==> src/rtl/ex_pkg.sv <==
// ex_pkg -- opcode/funct constants, FSM states and mul/div op encoding (rev 1.0)
`default_nettype none

package ex_pkg;

  localparam logic [5:0] OP_RTYPE = 6'h00;
  localparam logic [5:0] OP_BEQ   = 6'h04;
  localparam logic [5:0] OP_BNE   = 6'h05;
  localparam logic [5:0] OP_ADDI  = 6'h08;
  localparam logic [5:0] OP_SLTI  = 6'h0A;
  localparam logic [5:0] OP_ANDI  = 6'h0C;
  localparam logic [5:0] OP_ORI   = 6'h0D;
  localparam logic [5:0] OP_XORI  = 6'h0E;

  localparam logic [5:0] FN_MFHI  = 6'h10;
  localparam logic [5:0] FN_MFLO  = 6'h12;
  localparam logic [5:0] FN_MULT  = 6'h18;
  localparam logic [5:0] FN_MULTU = 6'h19;
  localparam logic [5:0] FN_DIV   = 6'h1A;
  localparam logic [5:0] FN_DIVU  = 6'h1B;
  localparam logic [5:0] FN_ADD   = 6'h20;
  localparam logic [5:0] FN_SUB   = 6'h22;
  localparam logic [5:0] FN_AND   = 6'h24;
  localparam logic [5:0] FN_OR    = 6'h25;
  localparam logic [5:0] FN_XOR   = 6'h26;
  localparam logic [5:0] FN_SLT   = 6'h2A;
  localparam logic [5:0] FN_SLTU  = 6'h2B;

  typedef enum logic [1:0] {IDLE = 2'd0, BUSY = 2'd1, FIX = 2'd2} state_t;

  // Order matches funct[1:0] of MULT/MULTU/DIV/DIVU.
  typedef enum logic [1:0] {MD_MULT = 2'd0, MD_MULTU = 2'd1, MD_DIV = 2'd2, MD_DIVU = 2'd3} md_op_t;

endpackage

`default_nettype wire

==> src/rtl/ex_stage_mc_if.sv <==
// ex_stage_mc_if -- decode-side and memory-side handshakes of the execute stage (rev 1.0)
`default_nettype none

interface ex_stage_mc_if #(
  parameter int WIDTH = 32,
  parameter int PCW   = 32
);
  logic [31:0]      Ins;
  logic [WIDTH-1:0] Rdata1;
  logic [WIDTH-1:0] Rdata2;
  logic [WIDTH-1:0] Ed32;
  logic [PCW-1:0]   nextPC;
  logic             InValid;
  logic             InReady;
  logic [WIDTH-1:0] Result;
  logic [PCW-1:0]   newPC;
  logic             Illegal;
  logic             OutValid;
  logic             OutReady;

  modport master (
    output Ins, Rdata1, Rdata2, Ed32, nextPC, InValid, OutReady,
    input  InReady, Result, newPC, Illegal, OutValid
  );

  modport slave (
    input  Ins, Rdata1, Rdata2, Ed32, nextPC, InValid, OutReady,
    output InReady, Result, newPC, Illegal, OutValid
  );
endinterface

`default_nettype wire

==> src/rtl/ex_muldiv_seq.sv <==
// ex_muldiv_seq -- one-bit-per-cycle shift-add multiplier / restoring divider (rev 1.0)
`default_nettype none

module ex_muldiv_seq
  import ex_pkg::*;
#(
  parameter int WIDTH = 32
) (
  input  logic             CLK,
  input  logic             RST,
  input  logic             Start,
  input  md_op_t           Op,
  input  logic [WIDTH-1:0] A,
  input  logic [WIDTH-1:0] B,
  output logic             Done,
  output logic [WIDTH-1:0] Hi,
  output logic [WIDTH-1:0] Lo
);
  localparam int CW = $clog2(WIDTH + 1);

  logic [CW-1:0]    cnt_q, cnt_d;
  logic             run_q;
  md_op_t           op_q;
  logic             negp_q, negr_q, dz_q;
  logic [WIDTH-1:0] rem_q, rem_d;
  logic [WIDTH-1:0] lo_q, lo_d;
  logic [WIDTH-1:0] b_q, a_orig_q;

  logic             sgn_in, div_in, a_neg, b_neg, op_div;
  logic [WIDTH-1:0] mag_a, mag_b;
  logic [WIDTH:0]   sum, shifted, diff;
  logic [2*WIDTH-1:0] prod;
  logic [WIDTH-1:0] quo, rmd;

  assign sgn_in = (Op == MD_MULT) || (Op == MD_DIV);
  assign div_in = (Op == MD_DIV) || (Op == MD_DIVU);
  assign a_neg  = sgn_in && A[WIDTH-1];
  assign b_neg  = sgn_in && B[WIDTH-1];
  assign mag_a  = a_neg ? (~A + 1'b1) : A;
  assign mag_b  = b_neg ? (~B + 1'b1) : B;
  assign op_div = (op_q == MD_DIV) || (op_q == MD_DIVU);

  assign sum     = {1'b0, rem_q} + {1'b0, (lo_q[0] ? b_q : '0)};
  assign shifted = {rem_q, lo_q[WIDTH-1]};
  assign diff    = shifted - {1'b0, b_q};
  assign Done    = run_q && (cnt_q == CW'(WIDTH));

  always_comb begin
    cnt_d = cnt_q;
    rem_d = rem_q;
    lo_d  = lo_q;
    if (run_q && (cnt_q != CW'(WIDTH))) begin
      cnt_d = cnt_q + 1'b1;
      if (op_div) begin
        // rem < divisor, so diff[WIDTH] is a reliable borrow flag
        if (!diff[WIDTH]) begin
          rem_d = diff[WIDTH-1:0];
          lo_d  = {lo_q[WIDTH-2:0], 1'b1};
        end else begin
          rem_d = shifted[WIDTH-1:0];
          lo_d  = {lo_q[WIDTH-2:0], 1'b0};
        end
      end else begin
        rem_d = sum[WIDTH:1];
        lo_d  = {sum[0], lo_q[WIDTH-1:1]};
      end
    end
  end

  always_comb begin
    prod = {rem_q, lo_q};
    if (negp_q) prod = -prod;
    quo = negp_q ? -lo_q : lo_q;
    rmd = negr_q ? -rem_q : rem_q;
    if (!op_div) begin
      Hi = prod[2*WIDTH-1:WIDTH];
      Lo = prod[WIDTH-1:0];
    end else if (dz_q) begin
      Hi = a_orig_q;
      Lo = '1;
    end else begin
      Hi = rmd;
      Lo = quo;
    end
  end

  always_ff @(posedge CLK) begin
    if (RST) begin
      cnt_q    <= '0;
      run_q    <= 1'b0;
      op_q     <= MD_MULT;
      negp_q   <= 1'b0;
      negr_q   <= 1'b0;
      dz_q     <= 1'b0;
      rem_q    <= '0;
      lo_q     <= '0;
      b_q      <= '0;
      a_orig_q <= '0;
    end else if (Start) begin
      cnt_q    <= '0;
      run_q    <= 1'b1;
      op_q     <= Op;
      negp_q   <= a_neg ^ b_neg;
      negr_q   <= a_neg;
      dz_q     <= div_in && (B == '0);
      rem_q    <= '0;
      lo_q     <= mag_a;
      b_q      <= mag_b;
      a_orig_q <= A;
    end else begin
      cnt_q <= cnt_d;
      rem_q <= rem_d;
      lo_q  <= lo_d;
    end
  end

endmodule

`default_nettype wire

==> src/rtl/ex_stage_mc.sv <==
// ex_stage_mc -- multi-cycle MIPS execute stage with HI/LO and iterative mul/div (rev 1.0)
`default_nettype none

module ex_stage_mc
  import ex_pkg::*;
#(
  parameter int WIDTH = 32,
  parameter int PCW   = 32
) (
  input logic          CLK,
  input logic          RST,
  ex_stage_mc_if.slave bus
);
  state_t           state_q;
  logic [WIDTH-1:0] hi_q, lo_q, result_q, result_d;
  logic [PCW-1:0]   newpc_q, newpc_d, mdpc_q;
  logic             illegal_q, illegal_d, valid_q;
  logic             is_md, taken, in_ready, accept, md_start;
  md_op_t           md_op;
  logic             md_done;
  logic [WIDTH-1:0] md_hi, md_lo;
  logic [5:0]       opc, fn;
  logic [WIDTH-1:0] a, b, imm;
  logic [WIDTH+PCW-1:0] off_ext;
  logic             unused_bits;

  assign opc = bus.Ins[31:26];
  assign fn  = bus.Ins[5:0];
  assign a   = bus.Rdata1;
  assign b   = bus.Rdata2;
  assign imm = bus.Ed32;
  // Sign-extend before shifting so the offset is right for any PCW
  assign off_ext     = {{PCW{imm[WIDTH-1]}}, imm} << 2;
  assign unused_bits = ^{bus.Ins[25:6], off_ext[WIDTH+PCW-1:PCW]};

  always_comb begin
    result_d  = '0;
    illegal_d = 1'b0;
    taken     = 1'b0;
    is_md     = 1'b0;
    md_op     = md_op_t'(fn[1:0]);
    unique case (opc)
      OP_RTYPE: begin
        unique case (fn)
          FN_ADD:  result_d = a + b;
          FN_SUB:  result_d = a - b;
          FN_AND:  result_d = a & b;
          FN_OR:   result_d = a | b;
          FN_XOR:  result_d = a ^ b;
          FN_SLT:  result_d = WIDTH'($signed(a) < $signed(b));
          FN_SLTU: result_d = WIDTH'(a < b);
          FN_MFHI: result_d = hi_q;
          FN_MFLO: result_d = lo_q;
          FN_MULT, FN_MULTU, FN_DIV, FN_DIVU: is_md = 1'b1;
          default: illegal_d = 1'b1;
        endcase
      end
      OP_ADDI: result_d = a + imm;
      OP_SLTI: result_d = WIDTH'($signed(a) < $signed(imm));
      OP_ANDI: result_d = a & imm;
      OP_ORI:  result_d = a | imm;
      OP_XORI: result_d = a ^ imm;
      OP_BEQ: begin
        result_d = a - b;
        taken    = (a == b);
      end
      OP_BNE: begin
        result_d = a - b;
        taken    = (a != b);
      end
      default: illegal_d = 1'b1;
    endcase
    newpc_d = taken ? (bus.nextPC + off_ext[PCW-1:0]) : bus.nextPC;
  end

  assign in_ready = (state_q == IDLE) && (!valid_q || bus.OutReady);
  assign accept   = bus.InValid && in_ready;
  assign md_start = accept && is_md;

  ex_muldiv_seq #(.WIDTH(WIDTH)) u_muldiv (
    .CLK   (CLK),
    .RST   (RST),
    .Start (md_start),
    .Op    (md_op),
    .A     (a),
    .B     (b),
    .Done  (md_done),
    .Hi    (md_hi),
    .Lo    (md_lo)
  );

  always_ff @(posedge CLK) begin
    if (RST) begin
      state_q   <= IDLE;
      hi_q      <= '0;
      lo_q      <= '0;
      result_q  <= '0;
      newpc_q   <= '0;
      mdpc_q    <= '0;
      illegal_q <= 1'b0;
      valid_q   <= 1'b0;
    end else begin
      if (valid_q && bus.OutReady) valid_q <= 1'b0;
      case (state_q)
        IDLE: begin
          if (accept) begin
            if (is_md) begin
              state_q <= BUSY;
              mdpc_q  <= bus.nextPC;
            end else begin
              result_q  <= result_d;
              newpc_q   <= newpc_d;
              illegal_q <= illegal_d;
              valid_q   <= 1'b1;
            end
          end
        end
        BUSY: if (md_done) state_q <= FIX;
        FIX: begin
          // Output register is guaranteed empty here: accept required it free
          hi_q      <= md_hi;
          lo_q      <= md_lo;
          result_q  <= md_lo;
          newpc_q   <= mdpc_q;
          illegal_q <= 1'b0;
          valid_q   <= 1'b1;
          state_q   <= IDLE;
        end
        default: state_q <= IDLE;
      endcase
    end
  end

  assign bus.InReady  = in_ready;
  assign bus.Result   = result_q;
  assign bus.newPC    = newpc_q;
  assign bus.Illegal  = illegal_q;
  assign bus.OutValid = valid_q;

endmodule

`default_nettype wire
==> src/flat_wrapper.sv <==
// flat-port wrapper written by rule: the top's interface ports become plain ports
module ex_stage_mc_flat import ex_pkg::*;
#(
  parameter int WIDTH = 32,
  parameter int PCW   = 32
)
  (CLK, RST, bus_Ins, bus_Rdata1, bus_Rdata2, bus_Ed32, bus_nextPC, bus_InValid, bus_OutReady, bus_InReady, bus_Result, bus_newPC, bus_Illegal, bus_OutValid);
  ex_stage_mc_if #(.WIDTH(WIDTH), .PCW(PCW)) bus_i ();
  input logic CLK;
  input logic RST;
  input wire logic [$bits(bus_i.Ins)-1:0] bus_Ins;
  input wire logic [$bits(bus_i.Rdata1)-1:0] bus_Rdata1;
  input wire logic [$bits(bus_i.Rdata2)-1:0] bus_Rdata2;
  input wire logic [$bits(bus_i.Ed32)-1:0] bus_Ed32;
  input wire logic [$bits(bus_i.nextPC)-1:0] bus_nextPC;
  input wire logic [$bits(bus_i.InValid)-1:0] bus_InValid;
  input wire logic [$bits(bus_i.OutReady)-1:0] bus_OutReady;
  output wire logic [$bits(bus_i.InReady)-1:0] bus_InReady;
  output wire logic [$bits(bus_i.Result)-1:0] bus_Result;
  output wire logic [$bits(bus_i.newPC)-1:0] bus_newPC;
  output wire logic [$bits(bus_i.Illegal)-1:0] bus_Illegal;
  output wire logic [$bits(bus_i.OutValid)-1:0] bus_OutValid;
  assign bus_i.Ins = bus_Ins;
  assign bus_i.Rdata1 = bus_Rdata1;
  assign bus_i.Rdata2 = bus_Rdata2;
  assign bus_i.Ed32 = bus_Ed32;
  assign bus_i.nextPC = bus_nextPC;
  assign bus_i.InValid = bus_InValid;
  assign bus_i.OutReady = bus_OutReady;
  assign bus_InReady = bus_i.InReady;
  assign bus_Result = bus_i.Result;
  assign bus_newPC = bus_i.newPC;
  assign bus_Illegal = bus_i.Illegal;
  assign bus_OutValid = bus_i.OutValid;
  ex_stage_mc #(.WIDTH(WIDTH), .PCW(PCW)) u_core (.CLK(CLK), .RST(RST), .bus(bus_i));
endmodule
==> config.mk <==
export PLATFORM = sky130hd
export DESIGN_NAME = ex_stage_mc_flat
export DESIGN_NICKNAME = d
export VERILOG_FILES = /design/src/rtl/ex_pkg.sv /design/src/rtl/ex_stage_mc_if.sv /design/src/rtl/ex_muldiv_seq.sv /design/src/rtl/ex_stage_mc.sv /design/src/flat_wrapper.sv
export SDC_FILE = /design/constraint.sdc
export NUM_CORES = 2
export LEC_CHECK = 0
export CORE_ASPECT_RATIO = 1.25
export CORE_UTILIZATION = 45
export DETAILED_ROUTE_END_ITERATION = 10
export PLACE_DENSITY = 0.7
export SKIP_CTS_REPAIR_TIMING = 1
export SYNTH_ARGS = -nofsm -noshare
export SYNTH_HDL_FRONTEND = slang
export SYNTH_SLANG_ARGS = --single-unit
==> constraint.sdc <==
create_clock -name CLK -period 4.9 [get_ports CLK]
set_clock_uncertainty 0.05 [all_clocks]
set_input_delay 0.735 -clock CLK [delete_from_list [all_inputs] [get_ports CLK]]
set_output_delay 0.735 -clock CLK [all_outputs]
set_load 0.01 [all_outputs]
==> flow_summary.ini <==
[outcome]
status = finished, final reports clean

[global_route]
grt_usage_pct = 35.8
grt_pass1_wl_um = 188000
grt_max_degree = 126
antenna_found_initial = 2
grt_overflow = 0
grt_pass1_vias = 31700

[die]
design.core.area_um2 = 66100
dieHeight_um = 292
start_util_pct = 45.8
rows = 105
dieArea_um2 = 68300
pin_count = 231
die_w_um = 234

[pwr]
power_frac_comb_pct = 26.6
seqPwrFrac_pct = 34.7
intPower_mw = 4.87
p_clk_share_pct = 38.8
peakVddDrop_mv = 0.252
cellLeakagePower_nw = 14.3
netSwitchingFraction_pct = 33.3
p_per_area_nw_per_um2 = 207
power.switching_mw = 2.43
total_power_mw = 7.30

[timing]
slew_headroom_pct = 20.7
fin_tns_setup_ns = 0
worst_pin_slew_ns = 1.19
setup_violations = 0
min_period_over_period_pct = 89.8
fmax_mhz = 227
finalHoldViolations = 0
worst_slack_ns = 0.500
grt_setup_unrepaired = false
slew_viol_final = 0
finalCriticalPeriod_ns = 4.40

[clock_tree]
clk_path_buf_depth = 3
htreeDepth = 2
clk_latency_ns = 0.58
cts_tree = done
cts_buffers = 37
clk_pin_slew_worst_paths_ns = 0.06
cts_sinks = 303
cts_root_buffer = clkbuf_16

[layout]
drive_above_1_share_pct = 8.02
fillers = 6554
fin_nets = 4835
synthToLayoutAreaGrowth_pct = 16.7

[route]
dr.pass1.iters = 9
routed_wl_um = 124000
avgViaCountPerCell = 6.27
ant_nets = 0
remaining_drc_errors = 0
vias = 33000
wl_per_cell_um = 23.6
drt_iter0_drc = 3271

[logic_synthesis]
synth_area_leaders = dfxtp_1 20%, ha_1 12%, a21oi_1 6.7%
ys_warn_count = 0
postSynth.asyncResetShare_pct = 0
syn_area_um2 = 30300
postSynthCellCount = 4204
synth.net_count = 4665
synth_flop_cell = dfxtp_1
yosysSeqAreaShare_pct = 20.0
syn_avg_cell_area_um2 = 7.20
ys_types = 88
synth_area_leader_cell = dfxtp_1
yosys_register_bits = 303
yosys.area.top_type_share_pct = 20.0
synth-edff-count = 0

[critical_path]
critPathRequiredTime_ns = 5.27
crit_slowest_cell = clkdlybuf4s50_1
startpoint_type = input port
crit_buf_inv = 2
critical_path.cell_chain = clkdlybuf4s50_1 -> ha_1 -> fa_1 -> a211oi_1 -> o21ai_0 -> a21oi_1 -> o31ai_1 -> buf_4 -> a21oi_1 -> o41ai_1 -> a221o_1 -> a221o_1 -> a221oi_1 -> nor4_1
cp-end-kind = flip-flop
crit_arrival_ns = 4.77
path_delay_family = compound AO/OA/AOI/OAI gates
cpPeakStageDelay_ns = 0.53
critical_path_class = in -> reg
reg2reg_slack_ns = 0.57
path_max_fanout = 5

[place]
io_buffers = 210
post-place-ws_ns = 0.0838
dp_hpwl_um = 97500
gp_congestion = 1.03

[run]
maxCapViolCount = 0

[min_path]
hold_class = reg -> reg
-- synthesized netlist by cell type, drive strengths merged, types with 29 or more instances --
library cell	instances
inv	198
nand2b	37
xnor2	190
o21bai	36
a21o	67
a21oi	407
mux2i	85
nor4	43
nor2	468
or3	40
dfxtp	303
o22ai	29
nor3	97
a211oi	143
nand3	68
a221oi	30
xor2	78
o211ai	68
o31ai	53
buf	43
o21ai	260
nand2	427
clkbuf	258
nor2b	33
o21a	32
ha	291
a31oi	51
-- placed cells by master, fill, tap and decap left out, drive strengths merged, types with 18 or more instances in the layout --
cell type,Yosys,layout
nor2,468,468
nand2,427,427
a21oi,407,407
dfxtp,303,303
ha,291,291
o21ai,260,260
buf,43,222
clkdlybuf4s50,0,209
inv,198,202
xnor2,190,190
a211oi,143,143
nor3,97,97
mux2i,85,85
xor2,78,78
o211ai,68,68
nand3,68,68
a21o,67,67
o31ai,53,53
a31oi,51,51
clkbuf,258,48
nor4,43,43
or3,40,40
nand2b,37,37
o21bai,36,36
nor2b,33,33
o21a,32,32
a221oi,30,30
o22ai,29,29
nand4,25,25
or4,23,23
a22oi,21,21
o41ai,20,20
a2111oi,18,18
-- area by class of cell --
cell class	instances	area, µm²	area share [%]
antenna	2	5.00	0.0142
timing repair buffer	432	3860	10.9
tap	856	1070	3.03
multi-input combinational	3399	22400	63.3
clock inverter	20	176	0.499
inverter	201	754	2.14
sequential	303	6070	17.2
clock buffer	47	1020	2.90
-- metal layers --
layer | GRT usage [%] | share of wire [%]
met1 | 43.7 | 40
met4 | 19.2 | 5.9
met5 | 0 | 0
met2 | 60.8 | 48
met3 | 4.10 | 6.6
-- worst reg2reg max path, cell delays in order, from the launching register on --
cell and delay, ns:
dfxtp_1 0.55, inv_1 0.10, ha_1 0.25, fa_1 0.41, nand2b_1 0.18, a21oi_1 0.21
o21a_1 0.29, o31a_1 0.39, a21oi_1 0.20, o21ai_0 0.49, xor2_4 0.20, buf_12 0.26
mux2_2 0.40, o21ai_0 0.14, o21ai_0 0.09
-- flip-flops by register name, indices dropped and copies added (netlist names) --
name and flops:
u_core.u_muldiv.lo_q 32, u_core.mdpc_q 32, u_core.state_q 2, u_core.u_muldiv.negr_q 1
u_core.u_muldiv.rem_q 32, u_core.bus.OutValid 1, u_core.u_muldiv.op_q 1, u_core.lo_q 32
u_core.u_muldiv.b_q 32, u_core.bus.newPC 32, u_core.bus.Illegal 1, u_core.u_muldiv.cnt_q 6
u_core.bus.Result 32, u_core.u_muldiv.a_orig_q 32, u_core.u_muldiv.dz_q 1, u_core.hi_q 32
u_core.u_muldiv.run_q 1, u_core.u_muldiv.negp_q 1
-- path summary, 6_finish.rpt --
path / start / to / cells after the start
max: bus_Rdata1[0] / u_core.bus.Result[28] / 14
min: u_core.u_muldiv.b_q[31] / u_core.u_muldiv.b_q[31] / 2
max reg2reg: u_core.u_muldiv.lo_q[31] / u_core.u_muldiv.rem_q[10] / 14
min reg2reg: u_core.u_muldiv.b_q[31] / u_core.u_muldiv.b_q[31] / 2
-- cells by family (layout without fill, tap and decap cells) --
group	after synthesis	in the layout	synth area share, %
compound gates	1410	1410	30.5
simple gates	1330	1330	19.8
buf+inv	502	700	6.33
flops	303	303	20.0
fa+ha+maj	297	297	12.4
xor+xnor	268	268	7.76
mux	94	94	3.15
other cells	0	2	0
-- power by group through the flow --
stage          registers (mW)  logic, mW  clock network, mW
5_1_grt                  2.53       2.08               2.95
2_1_floorplan            2.59       1.06                  0
6_report                 2.53       1.94               2.83
4_1_cts                  2.53       1.90               2.86
3_5_place_dp             2.58       1.88                  0
3_3_place_gp             2.58       1.88                  0
-- per-stage QoR --
stage	utilization [%]	instances	hold WS (ns)	cell area, µm²
global route	53.5	5260	0.417	35300
floorplan	-	4204	0.382	30300
global placement	51.6	5191	0.388	34100
detailed placement	51.6	5191	0.396	34100
CTS	53.5	5258	0.404	35300
finish	53.5	5260	0.402	35300
Power figures use the tool's default switching activity.
